--- src/rtl/alu_pkg.sv ---
// Shared definitions for the ALU writeback slice: opcode/extension encodings,
// PSR flag bit positions and the flag-update class.
package alu_pkg;

    localparam int DATA_W = 16;
    localparam int FLAG_W = 5;

    // PSR layout {C,L,F,Z,N}
    localparam int FLAG_C = 4;
    localparam int FLAG_L = 3;
    localparam int FLAG_F = 2;
    localparam int FLAG_Z = 1;
    localparam int FLAG_N = 0;

    localparam logic [3:0] OP_REG   = 4'h0;
    localparam logic [3:0] OP_ADDI  = 4'h5;
    localparam logic [3:0] OP_ADDUI = 4'h6;
    localparam logic [3:0] OP_ADDCI = 4'h7;
    localparam logic [3:0] OP_SUBI  = 4'h9;
    localparam logic [3:0] OP_MISC  = 4'hA;
    localparam logic [3:0] OP_CMPI  = 4'hB;

    localparam logic [3:0] EXT_CMPM = 4'h2;
    localparam logic [3:0] EXT_ADD  = 4'h5;
    localparam logic [3:0] EXT_ADDU = 4'h6;
    localparam logic [3:0] EXT_ADDC = 4'h7;
    localparam logic [3:0] EXT_SUB  = 4'h9;
    localparam logic [3:0] EXT_CMP  = 4'hB;

    typedef enum logic [1:0] {
        NONE    = 2'd0,
        ARITH   = 2'd1,
        COMPARE = 2'd2
    } flag_class_e;

endpackage

--- src/rtl/alu_flag_class.sv ---
// Combinational decode of {opcode,opext} into the PSR flag-update class.
module alu_flag_class
    import alu_pkg::*;
(
    input  logic [3:0]  opcode,
    input  logic [3:0]  opext,
    output flag_class_e cls
);

    always_comb begin
        cls = NONE;
        case (opcode)
            OP_REG: begin
                case (opext)
                    EXT_ADD, EXT_ADDU, EXT_ADDC, EXT_SUB: cls = ARITH;
                    EXT_CMP:                              cls = COMPARE;
                    default:                              cls = NONE;
                endcase
            end
            OP_ADDI, OP_ADDUI, OP_ADDCI, OP_SUBI: cls = ARITH;
            OP_CMPI: cls = COMPARE;
            OP_MISC: begin
                case (opext)
                    EXT_ADD, EXT_ADDU: cls = ARITH;
                    EXT_CMPM:          cls = COMPARE;
                    default:           cls = NONE;
                endcase
            end
            default: cls = NONE;
        endcase
    end

endmodule

--- src/rtl/alu_writeback.sv ---
// One-entry writeback stage between the ALU and the register file; also owns
// the PSR, whose flags are updated when a result is accepted rather than drained.
module alu_writeback
    import alu_pkg::*;
(
    input  logic        clk,
    input  logic        reset,
    input  logic        in_valid,
    output logic        in_ready,
    input  logic [15:0] in_result,
    input  logic [4:0]  in_clfzn,
    input  logic [3:0]  in_opcode,
    input  logic [3:0]  in_opext,
    input  logic [3:0]  in_rdest,
    input  logic        in_we,
    input  logic        psr_we,
    input  logic [4:0]  psr_wdata,
    output logic        wb_valid,
    input  logic        wb_ready,
    output logic        wb_we,
    output logic [3:0]  wb_addr,
    output logic [15:0] wb_data,
    output logic [4:0]  psr,
    output logic        carry_in,
    output logic [15:0] retire_count
);

    typedef enum logic {EMPTY, FULL} state_e;

    state_e      state;
    flag_class_e cls;
    logic        accept;
    logic        drain;
    logic [4:0]  psr_next;

    alu_flag_class u_flag_class (
        .opcode (in_opcode),
        .opext  (in_opext),
        .cls    (cls)
    );

    // A draining entry frees the slot in the same cycle, so back-to-back results flow without a bubble.
    assign in_ready = (state == EMPTY) || wb_ready;
    assign accept   = in_valid && in_ready;
    assign drain    = wb_valid && wb_ready;
    assign wb_valid = (state == FULL);
    assign carry_in = psr[FLAG_C];

    always_comb begin
        psr_next = psr;
        if (psr_we) begin
            psr_next = psr_wdata;
        end else if (accept) begin
            case (cls)
                ARITH: begin
                    psr_next[FLAG_C] = in_clfzn[FLAG_C];
                    psr_next[FLAG_F] = in_clfzn[FLAG_F];
                end
                COMPARE: begin
                    psr_next[FLAG_L] = in_clfzn[FLAG_L];
                    psr_next[FLAG_Z] = in_clfzn[FLAG_Z];
                    psr_next[FLAG_N] = in_clfzn[FLAG_N];
                end
                default: psr_next = psr;
            endcase
        end
    end

    always_ff @(posedge clk or posedge reset) begin
        if (reset) begin
            state   <= EMPTY;
            wb_we   <= 1'b0;
            wb_addr <= '0;
            wb_data <= '0;
        end else begin
            if (accept) begin
                state   <= FULL;
                wb_data <= in_result;
                wb_addr <= in_rdest;
                wb_we   <= (cls == COMPARE) ? 1'b0 : in_we;
            end else if (drain) begin
                state <= EMPTY;
            end
        end
    end

    always_ff @(posedge clk or posedge reset) begin
        if (reset) begin
            psr          <= '0;
            retire_count <= '0;
        end else begin
            psr <= psr_next;
            if (drain) retire_count <= retire_count + 16'd1;
        end
    end

endmodule

--- config.mk ---
export PLATFORM = sky130hd
export DESIGN_NAME = alu_writeback
export DESIGN_NICKNAME = d
export VERILOG_FILES = /design/src/rtl/alu_pkg.sv /design/src/rtl/alu_flag_class.sv /design/src/rtl/alu_writeback.sv
export SDC_FILE = /design/constraint.sdc
export NUM_CORES = 1
export LEC_CHECK = 0
export BUFFER_PORTS_ARGS = -buffer_cell sky130_fd_sc_hd__clkbuf_2
export CELL_PAD_IN_SITES_DETAIL_PLACEMENT = 1
export CELL_PAD_IN_SITES_GLOBAL_PLACEMENT = 2
export CORE_ASPECT_RATIO = 1.4
export CORE_MARGIN = 2
export CORE_UTILIZATION = 30
export DETAILED_ROUTE_END_ITERATION = 8
export PLACE_DENSITY_LB_ADDON = 0.1
export SLEW_MARGIN = 20
export SYNTH_ARGS = -nofsm -noshare
export SYNTH_HDL_FRONTEND = slang
export SYNTH_SLANG_ARGS = --single-unit
--- constraint.sdc ---
create_clock -name clk -period 2.3 [get_ports clk]
set_input_delay 0.115 -clock clk [delete_from_list [all_inputs] [get_ports clk]]
set_output_delay 0.115 -clock clk [all_outputs]
set_load 0.005 [all_outputs]
==> flow_summary.toml, run 1 <==
[floorplanning]
die_w_um = 71.84
pin_count = 89
start_util = 0.3112
die_h_um = 98.98
core_um2 = 6211
row_count = 34
die_area_um2 = 7111

[clocking]
clkLatencyLatePin_ns = 0.28
postCtsResizedCells = 0
numCtsBuffers = 5
cts_tree = "yes"
h-tree-depth = 2
cts_hold_repair.buffers = 0
clock-sinks = 43
cts_setup_buffers = 0
cts_buffer_depth = 2
clkSlewWorstSetupHoldPaths_ns = 0.08
cts-root-buf = "clkbuf_8"

[sta]
slew_headroom = 0.3965
hold_ws_ns = 0.001121
setup_ws_ns = 0.8279
fin_setup_tns_ns = 0
fin_skew_ns = 0.002563
maxSlewViolCount = 0
fin_crit_ns = 1.472
rsz0062_at_grt = "false"
setup_viol = 0
tightest_slew_ns = 0.9040
fin_crit_sh = 0.6400
finalHoldViolations = 0
fmax_mhz = 679.3

[yosys]
syn-num-nets = 203
yosys_warnings = 0
synthDistinctLibCells = 37
synth.cell_area_um2 = 1933
synth_edf_count = 0
synth_seq_cells = 43
avgSynthCellArea_um2 = 12.23
ys_seq_area_frac = 0.5566
synth_cells = 158
synth_top_flop_cell = "dfrtp_1"
async_flop_share = 1.000

[grt]
use_met2 = 0.2365
grt_pass1_vias = 1664
antenna_found_initial = 0
track_usage = 0.1357
grt_util_met1 = 0.1552
grt_pass1_wl_um = 7624
use_met3 = 0.04397
grt_max_degree = 44
overflow = 0
busiest_layer = "met2"

[cells_and_area]
final_common_cell = "clkbuf_2"
diodes = 0
post-route-util = 0.4100
syn_to_final_growth_pct = 31.72
layout_common_cells = "clkbuf_2 (88), dfrtp_1 (43), mux2_2 (21)"
layout-drive-gt1-share = 0.4900
final_cell_area_um2 = 2546
nets = 295
fillers = 717

[route]
drtPass1Iterations = 3
vias_per_cell = 4.755
ant_nets = 0
wire_per_inst_um = 13.59
drcViolationCount = 0
drt_iter0_drc = 30
via_count = 1536
finalWirelength_um = 4389

[worst_setup_path]
crit_type = "reg -> reg"
arrival_ns = 1.64
critPathTopFamily = "flip-flops"
worstPathMaxFanout = 21
cp_data_required_time_ns = 2.47
critPathCaptureType = "register"
cp_num_buf_inv = 1
cp_slowest_stage_delay_ns = 0.41
crit_path_start_kind = "register"
slowest_stage = "dfrtp_1"
critical_path.cell_chain = "nand2b_1 > and2_1 > buf_4 > mux2_2"

[place]
dpl_worst_slack_ns = 0.7547
gp_congestion = 0.7861
port_buffers = 88
hpwl_um = 3446
dpl_cell_area_um2 = 2446

[power]
powerDensity_nw_per_um2 = 730.9
ir_drop_mv = 0.2736
leakagePower_uw = 0.001241

[outcome]
outcome = "finished clean"

[run]
cap_violations = 0

[worst_hold_path]
hold_class = "in -> async"
-- worst reg2reg max path, stage by stage, from the launching register on --
cell	delay, ns
dfrtp_1	0.41
nand2b_1	0.15
and2_1	0.14
buf_4	0.27
mux2_2	0.39
-- path summary, 6_finish.rpt --
| path | depth (start not counted) | startpoint | slack [ns] | to |
|---|---|---|---|---|
| max | 4 | wb_valid$_DFFE_PP0P_ | 0.83 | wb_data[2]$_DFFE_PP0P_ |
| min | 2 | reset | 0.001 | wb_addr[0]$_DFFE_PP0P_ |
| max reg2reg | 4 | wb_valid$_DFFE_PP0P_ | 0.83 | wb_data[2]$_DFFE_PP0P_ |
| min reg2reg | 1 | retire_count[15]$_DFFE_PP0P_ | 0.47 | retire_count[15]$_DFFE_PP0P_ |
| max in group asynchronous | 2 | reset | 1.72 | psr[2]$_DFFE_PP0P_ |
| min in group clk | 3 | psr_wdata[1] | 0.04 | psr[1]$_DFFE_PP0P_ |
-- sequential cells by signal, summed over array words and instances, names as in the netlist --
register	count
wb_valid	1
retire_count	16
psr	5
wb_addr	4
wb_we	1
wb_data	16
-- synthesized netlist by cell type (2+ instances only) --
cell type   n  area [um^2]
a21oi_1     2        10.01
a41oi_1     2        17.52
and2_1      2        12.51
and3_1      2        12.51
buf_2       2        10.01
buf_4       2        15.01
dfrtp_1    43         1076
inv_1       2        7.510
mux2_2     21        236.5
mux2i_1     3        30.03
nand2_1    13        48.80
nand2b_1    2        12.51
nand3_1     5        25.02
nand4_1     5        31.28
nor2_1      5        18.77
nor2b_1     4        25.02
nor3b_1     2        15.01
o21ai_0     5        25.02
o21ai_1     2        10.01
xnor2_1    12        105.1
xor2_1      6        52.55
-- where the power goes --
part           leakage, uW  switching [uW]  internal (uW)
combinational     0.000660             169            215
sequential        0.000529            96.8            869
clock            0.0000515             236            274
-- metal layers --
| metal | up-vias | part of all wire |
|---|---|---|
| met5 | - | 0 |
| met4 | 0 | 0.0068 |
| met3 | 2 | 0.080 |
| met2 | 59 | 0.51 |
| met1 | 736 | 0.40 |
| li1 | 739 | - |
-- logic make-up after synthesis --
| group | Yosys count | share of synthesized area |
|---|---|---|
| AOI/OAI and AO/OA | 16 | 0.05437 |
| buffers and inverters | 6 | 0.01683 |
| DFF | 43 | 0.5566 |
| xor gates and xnor gates | 18 | 0.08155 |
| muxes | 24 | 0.1379 |
| and+or+nand+nor | 50 | 0.1463 |
| adders and majority gates | 1 | 0.006471 |
-- layout make-up --
| cell class | instances | area, um^2 | share of cell area |
|---|---|---|---|
| multi-input cells | 109 | 824.5 | 0.3238 |
| flip-flops and latches | 43 | 1076 | 0.4226 |
| well taps | 72 | 90.09 | 0.03538 |
| inverters | 2 | 7.507 | 0.002948 |
| clock buffers | 8 | 100.1 | 0.03931 |
| repair buffers | 89 | 447.9 | 0.1759 |
-- through the flow --
step                      power [uW]  std cells
after global routing            2011        323
after CTS                       1910        323
final                           1861        323
after detailed placement        1381        315
after global placement          1374        315
after floorplan                 1168        158
(Power assumes the default switching activity.)
==> run 2: changes to the inputs <==
--- a/config.mk
+++ b/config.mk
@@ -10,7 +10,7 @@
 export CELL_PAD_IN_SITES_GLOBAL_PLACEMENT = 2
 export CORE_ASPECT_RATIO = 1.4
 export CORE_MARGIN = 2
-export CORE_UTILIZATION = 30
+export CORE_UTILIZATION = 28
 export DETAILED_ROUTE_END_ITERATION = 8
 export PLACE_DENSITY_LB_ADDON = 0.1
 export SLEW_MARGIN = 20
==> constraint.sdc (replaced) <==
create_clock -name clk -period 1.5 [get_ports clk]
set_input_delay 0.075 -clock clk [delete_from_list [all_inputs] [get_ports clk]]
set_output_delay 0.075 -clock clk [all_outputs]
set_load 0.005 [all_outputs]
==> run 2 against run 1 <==
Net effect:
- core utilization rose by 0.47 points
- sequential cell count did not move
- clock-buffer cell count fell by 2
==> flow_summary.toml, run 2 (synthesized netlist as in run 1, its figures left out) <==
[worst_setup_path]
arrival_ns = 1.56
slowest_stage = "dfrtp_1"
crit_type = "reg -> reg"
critPathCaptureType = "register"
cp_slowest_stage_delay_ns = 0.41
worstPathMaxFanout = 21
cp_data_required_time_ns = 1.67
critical_path.cell_chain = "nand2b_1 > and2_1 > buf_12 > mux2_2"
crit_path_start_kind = "register"

[power]
leakagePower_uw = 0.001345
p_sw_uw = 811.3
internal_power_uw = 2258
swShare = 0.2643
ir_drop_mv = 0.4667
p_comb_frac = 0.223
powerDensity_nw_per_um2 = 1112
seq_power_share = 0.476
clkPwrFrac = 0.301

[cells_and_area]
post-route-util = 0.4147
nets = 314
diodes = 0
largestRegisters = "retire_count: 16 flops, wb_data: 16 flops, psr: 5 flops"
syn_to_final_growth_pct = 42.78
layout-drive-gt1-share = 0.5222
final_common_cell = "clkbuf_2"
layout_common_cells = "clkbuf_2 (88), dfrtp_1 (43), mux2_2 (21)"

[sta]
fin_skew_ns = 0.004832
maxSlewViolCount = 0
hold_ws_ns = 0.006748
fin_crit_ns = 1.390
fin_setup_tns_ns = 0
setup_viol = 0
slew_headroom = 0.6679
rsz0062_at_grt = "false"
finalHoldViolations = 0
tightest_slew_ns = 0.4974
fin_crit_sh = 0.9269
fmax_mhz = 719.3

[grt]
busiest_layer = "met2"
antenna_found_initial = 0
track_usage = 0.1338
use_met3 = 0.03452
grt_pass1_wl_um = 7852
overflow = 0
grt_pass1_vias = 1705
grt_max_degree = 25
use_met2 = 0.2342
grt_util_met1 = 0.1593

[run]
cap_violations = 0

[route]
via_count = 1625
vias_per_cell = 4.489
drt_iter0_drc = 52
ant_nets = 0
finalWirelength_um = 4795
drtPass1Iterations = 4
wire_per_inst_um = 13.25
drcViolationCount = 0

[floorplanning]
pin_count = 89
row_count = 35
start_util = 0.2904
die_h_um = 102.3
core_um2 = 6656
die_area_um2 = 7594
die_w_um = 74.23

[outcome]
outcome = "finished clean"

[place]
port_buffers = 88
gp_congestion = 0.7276
hpwl_um = 3823

[clocking]
cts_tree = "yes"
cts-root-buf = "clkbuf_8"
clock-sinks = 43
cts_buffer_depth = 2
clkLatencyLatePin_ns = 0.29
clkSlewWorstSetupHoldPaths_ns = 0.08
h-tree-depth = 2
numCtsBuffers = 5

[worst_hold_path]
hold_class = "in -> reg"
-- run 2: worst max-delay path: cells and delay by family (launching register included) --
| family | cells | cell delay (ns) |
|---|---|---|
| flops | 1 | 0.41 |
| simple gates | 2 | 0.33 |
| buf+inv | 1 | 0.18 |
| mux | 1 | 0.35 |
-- run 2: layout make-up --
| class | count | area [um^2] |
|---|---|---|
| clock buffers | 6 | 82.58 |
| clock inverters | 2 | 35.03 |
| fillers | 795 | 3896 |
| inverters | 2 | 7.507 |
| multi-input cells | 109 | 830.8 |
| flip-flops and latches | 43 | 1076 |
| well taps | 92 | 115.1 |
| repair buffers | 108 | 613.1 |
-- run 2: power groups by stage --
stage          clock network, uW  logic, uW  registers (uW)
2_1_floorplan                  0        289            1500
3_3_place_gp                   0        687            1480
3_5_place_dp                   0        691            1490
4_1_cts                      971        705            1470
5_1_grt                     1000        776            1490
6_report                     924        686            1460
-- run 2: per-layer routing --
metal / vias to the layer above / share of wire / routed length [um]
li1: 777 / - / -
met4: 0 / 0.0096 / 46
met3: 4 / 0.062 / 297
met5: - / 0 / 0
met1: 786 / 0.41 / 1957
met2: 58 / 0.52 / 2494
-- run 2: metrics by stage --
stage	instance area, um^2	cells	setup WS [ns]	total power (uW)
after global placement	2581	348	0.03404	2170
after CTS	2746	361	0.04072	3144
after detailed placement	2581	348	0.01801	2183
after floorplan	1933	158	0.1443	1792
after global routing	2760	362	0.006750	3264
final	2760	362	0.1097	3070
-- run 2: what timing repair did --
| action | CTS | global route |
|---|---|---|
| setup endpoints to repair | 1 | 3 |
| buffers inserted | 1 | 1 |
| cloned | 0 | 0 |
| hold buffers | 4 | 0 |
| resized for setup | 0 | 2 |
| endpoints found under the hold margin | 25 | 0 |
-- run 2: worst paths after layout --
kind	start	to	slack [ns]	depth (start not counted)
setup / recovery	wb_valid$_DFFE_PP0P_	wb_data[1]$_DFFE_PP0P_	0.11	4
hold / removal	in_valid	wb_valid$_DFFE_PP0P_	0.007	2
setup reg to reg	wb_valid$_DFFE_PP0P_	wb_data[1]$_DFFE_PP0P_	0.11	4
hold reg to reg	retire_count[15]$_DFFE_PP0P_	retire_count[15]$_DFFE_PP0P_	0.47	1
max in group asynchronous	reset	retire_count[12]$_DFFE_PP0P_	0.59	4
min in group asynchronous	reset	wb_addr[1]$_DFFE_PP0P_	0.34	3
